### config.mk
export PLATFORM = sky130hd
export DESIGN_NAME = ex_stage_flat
export DESIGN_NICKNAME = d
export VERILOG_FILES = /design/src/rtl/ex_stage_if.sv /design/src/rtl/ex_stage.sv /design/src/flat_wrapper.sv
export SDC_FILE = /design/constraint.sdc
export NUM_CORES = 1
export LEC_CHECK = 0
export ABC_AREA = 1
export CAP_MARGIN = 25
export CORE_MARGIN = 2
export CORE_UTILIZATION = 50
export CTS_BUF_LIST = sky130_fd_sc_hd__clkbuf_16
export CTS_CLUSTER_DIAMETER = 30
export DETAILED_ROUTE_END_ITERATION = 8
export GPL_ROUTABILITY_DRIVEN = 1
export PLACE_DENSITY = 0.87
export SLEW_MARGIN = 10
export SYNTH_ARGS = -nofsm -noshare
export SYNTH_HDL_FRONTEND = slang
export SYNTH_SLANG_ARGS = --single-unit
export TNS_END_PERCENT = 100
### constraint.sdc
create_clock -name clk -period 2.2 [get_ports clk]
set_input_delay 0.33 -clock clk [delete_from_list [all_inputs] [get_ports clk]]
set_output_delay 0.33 -clock clk [all_outputs]
set_load 0.02 [all_outputs]
### src/rtl/ex_stage_if.sv
// Bundle of ID/EX inputs, the MEM/WB forward source and the EX/MEM outputs of the execute stage.
// Latency: none, wiring only.
// Backpressure: busy travels from the stage (slave) back to the front end (master).
interface ex_stage_if #(
    parameter int W  = 8,
    parameter int RW = 5
);
    logic          id_valid;
    logic [2:0]    alu_sig;
    logic          wb_in;
    logic [W-1:0]  r1;
    logic [W-1:0]  r2;
    logic [RW-1:0] rs;
    logic [RW-1:0] rt;
    logic [RW-1:0] rd;
    logic          flush;
    logic          mw_we;
    logic [RW-1:0] mw_rd;
    logic [W-1:0]  mw_data;
    logic          busy;
    logic          exm_valid;
    logic          exm_wb;
    logic [RW-1:0] exm_rd;
    logic [W-1:0]  exm_result;

    modport master (
        output id_valid, alu_sig, wb_in, r1, r2, rs, rt, rd, flush, mw_we, mw_rd, mw_data,
        input  busy, exm_valid, exm_wb, exm_rd, exm_result
    );

    modport slave (
        input  id_valid, alu_sig, wb_in, r1, r2, rs, rt, rd, flush, mw_we, mw_rd, mw_data,
        output busy, exm_valid, exm_wb, exm_rd, exm_result
    );
endinterface

### src/rtl/ex_stage.sv
// Execute stage: operand forwarding (EX_FWD_EN), 8-op ALU, iterative shift-add multiplier, EX/MEM register.
// Latency: 1 cycle for ALU ops, W+1 edges for MUL.
// Backpressure: busy (combinational) holds IF/ID and ID/EX while a multiply is in flight.
module ex_stage #(
    parameter int W  = 8,
    parameter int RW = 5
) (
    input logic       clk,
    input logic       rst_n,
    ex_stage_if.slave exb
);
    localparam int CW = (W > 1) ? $clog2(W) : 1;

    localparam logic [2:0] OP_ADD = 3'b000;
    localparam logic [2:0] OP_SUB = 3'b001;
    localparam logic [2:0] OP_AND = 3'b010;
    localparam logic [2:0] OP_OR  = 3'b011;
    localparam logic [2:0] OP_SLT = 3'b100;
    localparam logic [2:0] OP_XOR = 3'b101;
    localparam logic [2:0] OP_NOR = 3'b110;
    localparam logic [2:0] OP_MUL = 3'b111;

    typedef enum logic {ST_IDLE, ST_MUL} state_t;

    state_t        state_q, state_d;
    logic [CW-1:0] cnt_q, cnt_d;
    logic [W-1:0]  acc_q, acc_d;
    logic [W-1:0]  mcand_q, mcand_d;
    logic [W-1:0]  mplier_q, mplier_d;
    logic [RW-1:0] mrd_q, mrd_d;
    logic          mwb_q, mwb_d;
    logic          exm_valid_q, exm_valid_d;
    logic          exm_wb_q, exm_wb_d;
    logic [RW-1:0] exm_rd_q, exm_rd_d;
    logic [W-1:0]  exm_result_q, exm_result_d;

    logic [W-1:0]  op_a, op_b, alu_res, acc_sum;
    logic          busy;
    logic          mul_last;

`ifdef EX_FWD_EN
    // Operand select: the younger EX/MEM result beats MEM/WB; r0 is never forwarded.
    always_comb begin
        op_a = exb.r1;
        op_b = exb.r2;
        if (exm_valid_q && exm_wb_q && exm_rd_q == exb.rs && exb.rs != '0)
            op_a = exm_result_q;
        else if (exb.mw_we && exb.mw_rd == exb.rs && exb.rs != '0)
            op_a = exb.mw_data;
        if (exm_valid_q && exm_wb_q && exm_rd_q == exb.rt && exb.rt != '0)
            op_b = exm_result_q;
        else if (exb.mw_we && exb.mw_rd == exb.rt && exb.rt != '0)
            op_b = exb.mw_data;
    end
`else
    logic unused_mw;
    assign unused_mw = ^{exb.mw_we, exb.mw_rd, exb.mw_data};

    // Without forwarding the register-file operands are used as-is.
    always_comb begin
        op_a = exb.r1;
        op_b = exb.r2;
    end
`endif

    // Single-cycle ALU; MUL produces nothing here, the multiplier owns that result.
    always_comb begin
        alu_res = '0;
        case (exb.alu_sig)
            OP_ADD:  alu_res = op_a + op_b;
            OP_SUB:  alu_res = op_a - op_b;
            OP_AND:  alu_res = op_a & op_b;
            OP_OR:   alu_res = op_a | op_b;
            OP_SLT:  alu_res = {{(W-1){1'b0}}, (op_a < op_b)};
            OP_XOR:  alu_res = op_a ^ op_b;
            OP_NOR:  alu_res = ~(op_a | op_b);
            OP_MUL:  alu_res = '0;
            default: alu_res = '0;
        endcase
    end

    assign acc_sum  = acc_q + (mcand_q[0] ? mplier_q : '0);
    assign mul_last = (cnt_q == CW'(W - 1));

    // Next-state: EX/MEM load, multiplier start/step/finish, flush abort and busy.
    always_comb begin
        state_d      = state_q;
        cnt_d        = cnt_q;
        acc_d        = acc_q;
        mcand_d      = mcand_q;
        mplier_d     = mplier_q;
        mrd_d        = mrd_q;
        mwb_d        = mwb_q;
        exm_valid_d  = 1'b0;
        exm_wb_d     = 1'b0;
        exm_rd_d     = exm_rd_q;
        exm_result_d = exm_result_q;
        busy         = 1'b0;
        case (state_q)
            ST_IDLE: begin
                exm_rd_d     = exb.rd;
                exm_result_d = alu_res;
                if (exb.flush) begin
                    // Killed instruction: EX/MEM takes a bubble, a MUL never starts.
                end else if (exb.id_valid && exb.alu_sig == OP_MUL) begin
                    busy     = 1'b1;
                    mcand_d  = op_a;
                    mplier_d = op_b;
                    acc_d    = '0;
                    cnt_d    = '0;
                    mrd_d    = exb.rd;
                    mwb_d    = exb.wb_in;
                    state_d  = ST_MUL;
                end else begin
                    exm_valid_d = exb.id_valid;
                    exm_wb_d    = exb.wb_in & exb.id_valid;
                end
            end
            ST_MUL: begin
                if (exb.flush) begin
                    state_d = ST_IDLE;
                    cnt_d   = '0;
                end else begin
                    acc_d    = acc_sum;
                    mcand_d  = mcand_q >> 1;
                    mplier_d = mplier_q << 1;
                    cnt_d    = cnt_q + CW'(1);
                    if (mul_last) begin
                        // Final step lands straight in EX/MEM; ID/EX advances on this edge.
                        exm_valid_d  = 1'b1;
                        exm_wb_d     = mwb_q;
                        exm_rd_d     = mrd_q;
                        exm_result_d = acc_sum;
                        state_d      = ST_IDLE;
                        cnt_d        = '0;
                    end else begin
                        busy = 1'b1;
                    end
                end
            end
            default: state_d = ST_IDLE;
        endcase
    end

    // State and EX/MEM registers; reset aborts any multiply in flight.
    always_ff @(posedge clk or negedge rst_n) begin
        if (!rst_n) begin
            state_q      <= ST_IDLE;
            cnt_q        <= '0;
            acc_q        <= '0;
            mcand_q      <= '0;
            mplier_q     <= '0;
            mrd_q        <= '0;
            mwb_q        <= 1'b0;
            exm_valid_q  <= 1'b0;
            exm_wb_q     <= 1'b0;
            exm_rd_q     <= '0;
            exm_result_q <= '0;
        end else begin
            state_q      <= state_d;
            cnt_q        <= cnt_d;
            acc_q        <= acc_d;
            mcand_q      <= mcand_d;
            mplier_q     <= mplier_d;
            mrd_q        <= mrd_d;
            mwb_q        <= mwb_d;
            exm_valid_q  <= exm_valid_d;
            exm_wb_q     <= exm_wb_d;
            exm_rd_q     <= exm_rd_d;
            exm_result_q <= exm_result_d;
        end
    end

    assign exb.busy       = busy;
    assign exb.exm_valid  = exm_valid_q;
    assign exb.exm_wb     = exm_wb_q;
    assign exb.exm_rd     = exm_rd_q;
    assign exb.exm_result = exm_result_q;
endmodule
### src/flat_wrapper.sv
// flat-port wrapper written by rule: the top's interface ports become plain ports
module ex_stage_flat 
#(
    parameter int W  = 8,
    parameter int RW = 5
)
  (clk, rst_n, exb_id_valid, exb_alu_sig, exb_wb_in, exb_r1, exb_r2, exb_rs, exb_rt, exb_rd, exb_flush, exb_mw_we, exb_mw_rd, exb_mw_data, exb_busy, exb_exm_valid, exb_exm_wb, exb_exm_rd, exb_exm_result);
  ex_stage_if #(.W(W), .RW(RW)) exb_i ();
  input logic clk;
  input logic rst_n;
  input wire logic [$bits(exb_i.id_valid)-1:0] exb_id_valid;
  input wire logic [$bits(exb_i.alu_sig)-1:0] exb_alu_sig;
  input wire logic [$bits(exb_i.wb_in)-1:0] exb_wb_in;
  input wire logic [$bits(exb_i.r1)-1:0] exb_r1;
  input wire logic [$bits(exb_i.r2)-1:0] exb_r2;
  input wire logic [$bits(exb_i.rs)-1:0] exb_rs;
  input wire logic [$bits(exb_i.rt)-1:0] exb_rt;
  input wire logic [$bits(exb_i.rd)-1:0] exb_rd;
  input wire logic [$bits(exb_i.flush)-1:0] exb_flush;
  input wire logic [$bits(exb_i.mw_we)-1:0] exb_mw_we;
  input wire logic [$bits(exb_i.mw_rd)-1:0] exb_mw_rd;
  input wire logic [$bits(exb_i.mw_data)-1:0] exb_mw_data;
  output wire logic [$bits(exb_i.busy)-1:0] exb_busy;
  output wire logic [$bits(exb_i.exm_valid)-1:0] exb_exm_valid;
  output wire logic [$bits(exb_i.exm_wb)-1:0] exb_exm_wb;
  output wire logic [$bits(exb_i.exm_rd)-1:0] exb_exm_rd;
  output wire logic [$bits(exb_i.exm_result)-1:0] exb_exm_result;
  assign exb_i.id_valid = exb_id_valid;
  assign exb_i.alu_sig = exb_alu_sig;
  assign exb_i.wb_in = exb_wb_in;
  assign exb_i.r1 = exb_r1;
  assign exb_i.r2 = exb_r2;
  assign exb_i.rs = exb_rs;
  assign exb_i.rt = exb_rt;
  assign exb_i.rd = exb_rd;
  assign exb_i.flush = exb_flush;
  assign exb_i.mw_we = exb_mw_we;
  assign exb_i.mw_rd = exb_mw_rd;
  assign exb_i.mw_data = exb_mw_data;
  assign exb_busy = exb_i.busy;
  assign exb_exm_valid = exb_i.exm_valid;
  assign exb_exm_wb = exb_i.exm_wb;
  assign exb_exm_rd = exb_i.exm_rd;
  assign exb_exm_result = exb_i.exm_result;
  ex_stage #(.W(W), .RW(RW)) u_core (.clk(clk), .rst_n(rst_n), .exb(exb_i));
endmodule
==> summary.md, run 1 <==
| Metric | Value |
|---|---|
| Outcome | `finished, final reports clean` |
| Post-route DRC violation count | `0` |
| Row count | `31` |
| Yosys cell types | `34` |
| Synth Area in Simple Gates | `0.3011` |
| Drt wl/cell | `13.95 um` |
| Relative slew slack | `0.6204` |
| Maximum clock rate | `roughly 0.48 GHz` |
| Vias per cell | `between 5 and 6` |
| Worst path max stage delay | `510 ps` |
| Critical path cell sequence | `clkdlybuf4s50_1 -> inv_1 -> ha_1 -> fa_1 -> inv_2 -> nand2_1 -> nand3_1 -> o2111ai_1 -> o21ai_0 -> a21oi_1` |
| Wire length on met2 | `~4.7 mm` |
| Via count | `3,821` |
| Gr usage total | `0.2661` |
| CP endpoint kind | `register` |
| Worst Hold Class | `primary input to async pin` |
| Met1 WL | `between 4 and 5 mm` |
| Slack of the critical path | `between 100 and 150 ps` |
| CP startpoint | `exb_r1[0]` |
| First-pass GRT wire length | `16.53 mm` |
| Largest family of logic cells by synthesized area | `simple AND/OR/NAND/NOR gates` |
| Crit path required time | `approximately 2400 ps` |
| CTS max path bufs | `2` |
| Synthesized Nets | `608` |
| Layout Cells excl Fill | `709` |
| Clock skew | `4.920 ps` |
| Cts bufs inserted | `5` |
| Area grow syn2layout | `28.67%` |
| Skew-Pair Late Insertion Delay | `roughly 290 ps` |
| Dpl hpwl | `approximately 7.7 mm` |
| CTS Root Buffer Type | `clkbuf_16` |
| Placed Cells | `~700` |
| Reg clk slew, reported paths | `approximately 70 ps` |
| Post-route ant nets | `0` |
| Final worst-path cycle share | `0.9410` |
| R2r endpoint | `u_core.exb.exm_result[4]` |
| Core Area | `~0.0072 mm^2` |
| Final Hold Viols | `0` |
| Post-synthesis xor/xnor area fraction | `0.007184` |
| CP max FO | `3` |
| Drt total wl | `about 9.9 mm` |
| Crit Path Class | `primary input to register` |
| Crit start category | `primary input` |
| Synthesis-stage register bit count | `roughly 50` |
| Critical Path AT | `2230 ps` |
| Setup WS pre-CTS | `-306.8 ps` |
| Crit path capture | `u_core.exb.exm_result[2]` |
| Pre-antenna DRT Iters | `5` |
| R2r setup slk | `~260 ps` |
| Ys Warns | `0` |
| Multiplexer area fraction after synthesis | `0` |
| Hold buffer count at cts | `0` |
| Peak VDD IR | `between 0.2 and 0.3 mV` |
| Number of global-route vias before repair | `around 3,600` |
| Endpoints failing setup | `0` |
| Post-synth EDFFs | `0` |
| Die H | `89.53 um` |
| Top sig layer | `met4` |
| Most used DFF post-synth | `dfrtp_1` |
| Compound-gate portion of the synthesized area | `0.1218` |
| Adder-cell share of the synthesized area | `0.1293` |
| H-tree level count | `2` |
| Share of cells above drive strength 1 | `0.1295` |
| R2R cell count | `11` |
| Global route total overflow | `0` |
| Ant diodes | `0` |
| Die ar. | `0.008015 mm^2` |
| DR WL met3 | `about 700 um` |
| Asr flop ratio synth | `1.000` |
| Reg-to-reg startpoint | `u_core.mplier_q[0]` |
| Synthesized instance count | `519` |
| Minimum clock period | `between 2000 and 2500 ps` |
| Fillers | `around 620` |
| I/O Pins | `69` |
| # clock sinks | `between 40 and 50` |
| Die Span X | `about 90 um` |
| Final net count | `around 700` |
| Port bufs | `44` |
| Worst-case hold slack | `33.59 ps` |
| Register area share after synthesis | `0.3353` |
| Initial Util | `0.5097` |
| Drt first-iter violations | `302` |
| Pin count of the biggest net entering global routing | `30` |
| Synth Area per Inst | `between 7 and 8 um^2` |
| CTS tree | `yes` |
| Synth Cell Area | `between 0.003 and 0.004 mm^2` |
| Max-slew violations | `0` |
| Initial antenna violation count | `0` |
| Slowest-stage cell, CP | `clkdlybuf4s50_1` |
| Leakage power | `between 2 and 2.5 nW` |
| Max_cap viols | `0` |
| Routability cong. | `roughly 0.9` |
| Pwr/cell area | `~650 mW/mm^2` |
| Worst slew pin tran | `~570 ps` |
[worst min path at each step]
stage	startpoint	end	slack, ps
2_1_floorplan	rst_n	u_core.acc_q[0]	30
3_3_place_gp	rst_n	u_core.exb.exm_rd[3]	350
3_5_place_dp	rst_n	u_core.exb.exm_rd[3]	360
4_1_cts	rst_n	u_core.exb.exm_result[0]	50
5_1_grt	rst_n	u_core.exb.exm_result[0]	80
6_report	rst_n	u_core.exb.exm_rd[3]	30
[metrics by stage]
stage / util / power (W) / TNS, ps / cell area (um^2)
floorplan: - / 0.001874 / 0 / 3657
finish: 0.6558 / 0.003061 / 0 / 4706
global route: 0.6558 / 0.003272 / -31.45 / 4706
CTS: 0.6534 / 0.003050 / 0 / 4688
detailed placement: 0.6331 / 0.002303 / -1391 / 4543
global placement: 0.6331 / 0.002247 / -1091 / 4543
[cells in the mapped netlist (4+ instances only)]
cell type / n / area (um^2)
a21oi_1: 26 / 130.1
a31oi_1: 15 / 93.84
buf_2: 4 / 20.02
clkbuf_1: 8 / 30.03
dfrtp_1: 49 / 1226
ha_1: 33 / 412.9
inv_1: 72 / 270.3
nand2_1: 144 / 540.5
nand3_1: 42 / 210.2
nand4_1: 12 / 75.07
nor2_1: 51 / 191.4
o21ai_0: 23 / 115.1
o22ai_1: 10 / 62.56
[logic make-up after synthesis]
kind of cell,count (synthesis)
and+or+nand+nor,260
buffers and inverters,92
AOI/OAI and AO/OA,79
DFF,49
adders and majority gates,36
xor gates and xnor gates,3
[critical path, delay by kind of cell]
family                   cells  cell delay [ps]
AND/OR/NAND/NOR              2              120
buffers and inverters        3              680
adder cells (fa/ha/maj)      2              620
AO/OA/AOI/OAI                3              490
[report_power, final]
group          total [W]  internal (W)  leakage, nW  switching, W
clock network   0.000745      0.000417       0.0672      0.000328
registers        0.00120       0.00108        0.600      0.000116
logic            0.00112      0.000484         1.83      0.000637
[cell type report]
type | instances | area (um^2) | area share
flip-flops and latches | 49 | 1226 | 0.2606
well taps | 99 | 123.9 | 0.02632
clock inverters | 3 | 18.77 | 0.003988
inverters | 76 | 286.5 | 0.06089
clock buffers | 5 | 125.1 | 0.02659
repair buffers | 99 | 858.3 | 0.1824
multi-input cells | 378 | 2067 | 0.4392
[cells in the final DEF (no fill, tap or decap), types with 5 or more instances in the layout]
master           Yosys  layout
clkbuf_16            0       5
nand4_1             12      12
a31oi_1             15      15
clkdlybuf4s50_1      0      41
a21oi_1             26      24
nand2_1            144     144
o21ai_0             23      23
o22ai_1             10      10
nand3_1             42      42
nor2_1              51      51
buf_4                1      54
dfrtp_1             49      49
ha_1                33      30
inv_1               72      71
[registers in the layout, summed over array words and instances (netlist names)]
register               flops
u_core.acc_q               8
u_core.exb.exm_result      8
u_core.mcand_q             8
u_core.mplier_q            8
u_core.exb.exm_rd          5
u_core.mrd_q               5
u_core.cnt_q               3
u_core.exb.exm_valid       1
u_core.exb.exm_wb          1
u_core.mwb_q               1
u_core.state_q             1
[repair_timing]
action	CTS	global route
resized for setup	3	10
setup endpoints to repair	1	6
setup buffers	0	0
pin swaps	0	2
[metal layers]
| layer | track usage | vias to the layer above |
|---|---|---|
| li1 | - | 1860 |
| met1 | 0.3512 | 1758 |
| met2 | 0.4357 | 170 |
| met3 | 0.03878 | 33 |
| met4 | 0.1140 | 0 |
| met5 | 0 | - |
(Power assumes the default switching activity.)
==> run 2, diff against run 1 <==
CORE_MARGIN = 3   (was 2)
==> run 2 against run 1 <==
Net effect:
- hold slack lost 5.9 ps
- power grew 0.24%
- combinational power is essentially flat
- count of clock-buffer cells in the layout is the same
- final area shrank 1.0%
- clock power grew 2%
- clock skew grew 4.2 ps
- non-clock buffer count shrank 4
- critical path depth grew 2
- sequential power is essentially flat
- routed wire length grew 2.9%
- critical path type unchanged
- largest power group unchanged
==> summary.md, run 2 (synthesized netlist as in run 1, its figures left out) <==
| Metric | Value |
|---|---|
| Clock skew | `just over 9 ps` |
| Initial antenna violation count | `0` |
| Layout Cells excl Fill | `between 700 and 800` |
| Global route total overflow | `0` |
| Relative slew slack | `0.6228` |
| Crit path buf inv count | `3` |
| CP max FO | `3` |
| Die Span X | `91.53 um` |
| Row count | `30` |
| Post-route DRC violation count | `0` |
| Drt first-iter violations | `423` |
| Power Total | `~0.0031 W` |
| Most used cell along the critical path | `nand3_1` |
| Leakage power | `between 2 and 2.5 nW` |
| Routability cong. | `~0.93` |
| Skew-Pair Late Insertion Delay | `just under 300 ps` |
| Initial Util | `0.5267` |
| Final net count | `a little under 700` |
| Crit path max-delay family | `buffers and inverters` |
| Gr usage total | `0.2411` |
| H-tree level count | `2` |
| Critical path cell sequence | `clkdlybuf4s50_1 -> inv_1 -> ha_1 -> fa_1 -> inv_2 -> nand4_1 -> nand3_1 -> nand2_1 -> nand3_1 -> nand3_1 -> nand2_1 -> a21oi_1` |
| Outcome | `finished, final reports clean` |
| CP endpoint kind | `register` |
| Drt total wl | `approximately 10 mm` |
| Setup WS pre-CTS | `-325.7 ps` |
| Slack of the critical path | `between 90 and 100 ps` |
| Commonest non-fill, non-tap cell in the layout | `nand2_1` |
| # clock sinks | `49` |
| Commonest non-fill, non-tap cells in the layout | `144 x nand2_1, 71 x inv_1, 51 x nor2_1, 51 x buf_4, 49 x dfrtp_1` |
| Critical Path AT | `2290 ps` |
| Reg clk slew, reported paths | `~70 ps` |
| Worst slew pin tran | `around 570 ps` |
| Pwr/cell area | `approximately 660 mW/mm^2` |
| Vias per cell | `5.429` |
| Area grow syn2layout | `27.37%` |
| Max_cap viols | `0` |
| Final Hold Viols | `0` |
| Endpoints failing setup | `0` |
| Drt wl/cell | `about 14 um` |
| Share of cells above drive strength 1 | `0.1254` |
| Worst Hold Class | `primary input to async pin` |
| Post-route ant nets | `0` |
| Worst path max stage delay | `approximately 520 ps` |
| CTS tree | `yes` |
| Die ar. | `approximately 0.0084 mm^2` |
| Final worst-path cycle share | `0.9572` |
| Minimum clock period | `2106 ps` |
| Hold buffer count at cts | `0` |
| Pre-antenna DRT Iters | `7` |
| CTS max path bufs | `2` |
| Placed Cells | `just under 700` |
| Die H | `91.53 um` |
| Core Area | `around 0.0069 mm^2` |
| Via count | `between 3,000 and 4,000` |
| First-pass GRT wire length | `16.52 mm` |
| I/O Pins | `between 60 and 70` |
| Ant diodes | `0` |
| Crit path required time | `approximately 2400 ps` |
| Dpl hpwl | `between 7 and 8 mm` |
| Crit start category | `primary input` |
| Max-slew violations | `0` |
| Slowest-stage cell, CP | `clkdlybuf4s50_1` |
| Port bufs | `44` |
| Setup_tns | `0 ps` |
| Pin count of the biggest net entering global routing | `30` |
| CTS Root Buffer Type | `clkbuf_16` |
| Crit Path Class | `primary input to register` |
| Cts bufs inserted | `5` |
| Number of global-route vias before repair | `approximately 3,600` |
| Peak VDD IR | `between 0.3 and 0.4 mV` |
| Maximum clock rate | `about 0.47 GHz` |
| Final core utilization | `0.6708` |
run 2: changes by cell type in the layout (fill, tap and decap cells not counted), sizes merged:
cell	change
buf	-4
clkdlybuf4s50	+1
clkinv	+1
clkinvlp	-2
dlymetal6s2s	-1
inv	+1
run 2: what timing repair did:
action	in CTS	in global routing
setup buffers	0	2
gates resized for setup	3	10
endpoints found under the setup margin	1	7
pin swaps	0	2
run 2: area by class of cell:
class | instances | area (um^2)
Tap cell | 96 | 120.1
Sequential cell | 49 | 1226
Timing Repair Buffer | 95 | 813.3
Fill cell | 563 | 2286
Inverter | 76 | 286.5
Clock buffer | 5 | 125.1
Clock inverter | 3 | 17.52
Multi-Input combinational cell | 378 | 2069
run 2: where the power goes:
| group | switching [W] | leakage (nW) | internal (W) | total (W) |
|---|---|---|---|---|
| registers | 0.000121 | 0.600 | 0.00108 | 0.00120 |
| clock network | 0.000342 | 0.0754 | 0.000420 | 0.000761 |
| logic | 0.000633 | 1.80 | 0.000474 | 0.00111 |
| total | 0.00110 | 2.47 | 0.00197 | 0.00307 |
run 2: final timing paths:
path | startpoint | end | slack, ps | cells past startpoint
min | rst_n | u_core.mrd_q[2] | 30 | 1
max | exb_r1[0] | u_core.exb.exm_result[6] | 90 | 12
max in group asynchronous | rst_n | u_core.exb.exm_rd[4] | 1580 | 2
max reg2reg | u_core.mcand_q[0] | u_core.exb.exm_result[6] | 300 | 12
min in group clk | u_core.exb.exm_result[3] | u_core.exb.exm_result[3] | 480 | 2
min reg2reg | u_core.exb.exm_result[3] | u_core.exb.exm_result[3] | 480 | 2
run 2: metrics by stage:
stage,area (um^2),hold WS (ps)
finish,4658,27.67
global route,4658,75.21
global placement,4482,357.3
CTS,4626,48.96
detailed placement,4482,357.6
floorplan,3657,34.41
run 2: per-layer routing:
layer	part of all wire	vias to the layer above	GRT usage	wire, um
li1	-	1847	-	-
met1	0.42	1765	0.3089	4252
met2	0.49	175	0.4133	5005
met3	0.063	24	0.02817	638
met4	0.027	0	0.09296	278
met5	0	-	0	0
==> run 3, diff against run 2 <==
--- a/constraint.sdc
+++ b/constraint.sdc
@@ -3,2 +3,2 @@
 set_output_delay 0.33 -clock clk [all_outputs]
-set_load 0.02 [all_outputs]
+set_load 0.01 [all_outputs]
==> run 3 against run 2 <==
Net effect:
- count of clock-buffer cells in the layout is the same
- global-route usage grew 1.3 points
- setup slack gained 16 ps
- clock power is essentially flat
- first-iteration DRC count shrank 7.1%
==> summary.md, run 3 (synthesized netlist as in run 1, its figures left out) <==
| Metric | Value |
|---|---|
| Worst slew pin tran | `886.2 ps` |
| Commonest non-fill, non-tap cell in the layout | `nand2_1` |
| Port bufs | `44` |
| RSZ-0062 raised after global routing | `false` |
| Ant diodes | `0` |
| Final worst-path cycle share | `0.9498` |
| Drt total wl | `between 10 and 15 mm` |
| Worst Hold Class | `primary input to async pin` |
| Commonest non-fill, non-tap cells in the layout | `144 x nand2_1, 71 x inv_1, 51 x nor2_1, 51 x buf_4, 49 x dfrtp_1` |
| Power Total | `0.003062 W` |
| Postcts setup bufs | `0` |
| Pin count of the biggest net entering global routing | `41` |
| CTS Root Buffer Type | `clkbuf_16` |
| R2r endpoint | `u_core.exb.exm_result[6]` |
| First-pass GRT wire length | `17.25 mm` |
| Number of global-route vias before repair | `roughly 3,800` |
| Maximum clock rate | `approximately 0.48 GHz` |
| Hold buffer count at cts | `0` |
| Reg clk slew, reported paths | `70 ps` |
| Pre-antenna DRT Iters | `7` |
| Crit start category | `register` |
| Final net count | `between 600 and 700` |
| Max_cap viols | `0` |
| Core Area | `roughly 0.0069 mm^2` |
| Critical Path AT | `approximately 2300 ps` |
| Die Span X | `91.53 um` |
| CTS tree | `yes` |
| Minimum clock period | `roughly 2100 ps` |
| R2r setup slk | `roughly 110 ps` |
| Global route total overflow | `0` |
| Reg-to-reg startpoint | `u_core.mcand_q[0]` |
| Outcome | `finished, final reports clean` |
| Clock skew | `8.485 ps` |
| Drt first-iter violations | `393` |
| Fillers | `about 580` |
| Crit Path Class | `register to register` |
| Final core utilization | `0.6703` |
| CTS max path bufs | `2` |
| Row count | `30` |
| Pwr/cell area | `roughly 660 mW/mm^2` |
| Post-route ant nets | `0` |
| Setup_tns | `0 ps` |
| R2R cell count | `11` |
| Drt wl/cell | `~15 um` |
| Relative slew slack | `0.4092` |
| Via count | `about 3,800` |
| Area grow syn2layout | `27.27%` |
| Max-slew violations | `0` |
| # clock sinks | `just under 50` |
| CP max FO | `8` |
| Peak VDD IR | `0.3416 mV` |
| Initial antenna violation count | `0` |
| Initial Util | `0.5267` |
| CP endpoint kind | `register` |
| Endpoints failing setup | `0` |
| Worst-case hold slack | `between 150 and 200 ps` |
| Die H | `91.53 um` |
| Gr usage total | `0.2541` |
| Final Hold Viols | `0` |
| Vias per cell | `5.446` |
| Skew-Pair Late Insertion Delay | `290 ps` |
| Crit path required time | `about 2400 ps` |
| Setup WS pre-CTS | `-275.4 ps` |
| Post-route DRC violation count | `0` |
| Die ar. | `0.008377 mm^2` |
| Dpl hpwl | `a little under 8 mm` |
| Share of cells above drive strength 1 | `0.1205` |
| Routability cong. | `0.8993` |
| Cts bufs inserted | `5` |
| Slack of the critical path | `~110 ps` |
| Leakage power | `around 2.5 nW` |
| I/O Pins | `roughly 70` |
| H-tree level count | `2` |
[run 3: cell count changes in the layout (fill, tap and decap cells not counted), sizes merged]
cell           change
clkbuf             +1
buf                -1
dlymetal6s2s       +2
clkdlybuf4s50      -2
[run 3: power by group]
| group | total (W) | switching [W] | internal (W) |
|---|---|---|---|
| Combinational | 0.00110 | 0.000630 | 0.000475 |
| Sequential | 0.00120 | 0.000119 | 0.00108 |
| Clock | 0.000759 | 0.000339 | 0.000420 |
| Total | 0.00306 | 0.00109 | 0.00197 |
[run 3: layout make-up]
type	instances	area [um^2]	share of cell area
Sequential cell	49	1226	0.2634
Tap cell	96	120.1	0.02581
Clock buffer	5	125.1	0.02688
Multi-Input combinational cell	378	2061	0.4427
Inverter	76	286.5	0.06156
Clock inverter	3	17.52	0.003763
Timing Repair Buffer	95	818.3	0.1758
[run 3: how the worst max path moves through the flow]
stage                            startpoint  cells past startpoint                        to
after CTS                    exb_alu_sig[2]                      8                  exb_busy
after floorplan           u_core.mcand_q[0]                     12  u_core.exb.exm_result[4]
final                     u_core.mcand_q[0]                     11  u_core.exb.exm_result[6]
after global placement       exb_alu_sig[0]                      8                  exb_busy
after detailed placement     exb_alu_sig[0]                      8                  exb_busy
after global routing              exb_r2[1]                     12  u_core.exb.exm_result[3]
[run 3: timing repair]
action / CTS / global route
endpoints found under the hold margin: 0 / 0
resized for setup: 2 / 9
pin swaps: 1 / 3
cloned: 0 / 0
endpoints found under the setup margin: 1 / 6
[run 3: routing by layer]
layer	global-route usage	wire, um	vias to the layer above
met1	0.3160	4116	1773
met4	0.1030	298	0
li1	-	-	1854
met3	0.02651	725	30
met5	0	0	-
met2	0.4467	5284	166
[run 3: critical path: stages (launching register included)]
cell	delay (ps)
dfrtp_1	380
buf_4	170
nand2_1	70
inv_1	50
ha_1	350
nand2_1	90
or2_2	310
nand4_1	120
nand3_1	140
nand2_1	90
inv_1	60
a21oi_1	170
[run 3: through the flow]
| step | cells | instance area (um^2) |
|---|---|---|
| finish | 702 | 4654 |
| global route | 702 | 4654 |
| CTS | 702 | 4644 |
| detailed placement | 694 | 4497 |
| global placement | 694 | 4497 |
| floorplan | 519 | 3657 |
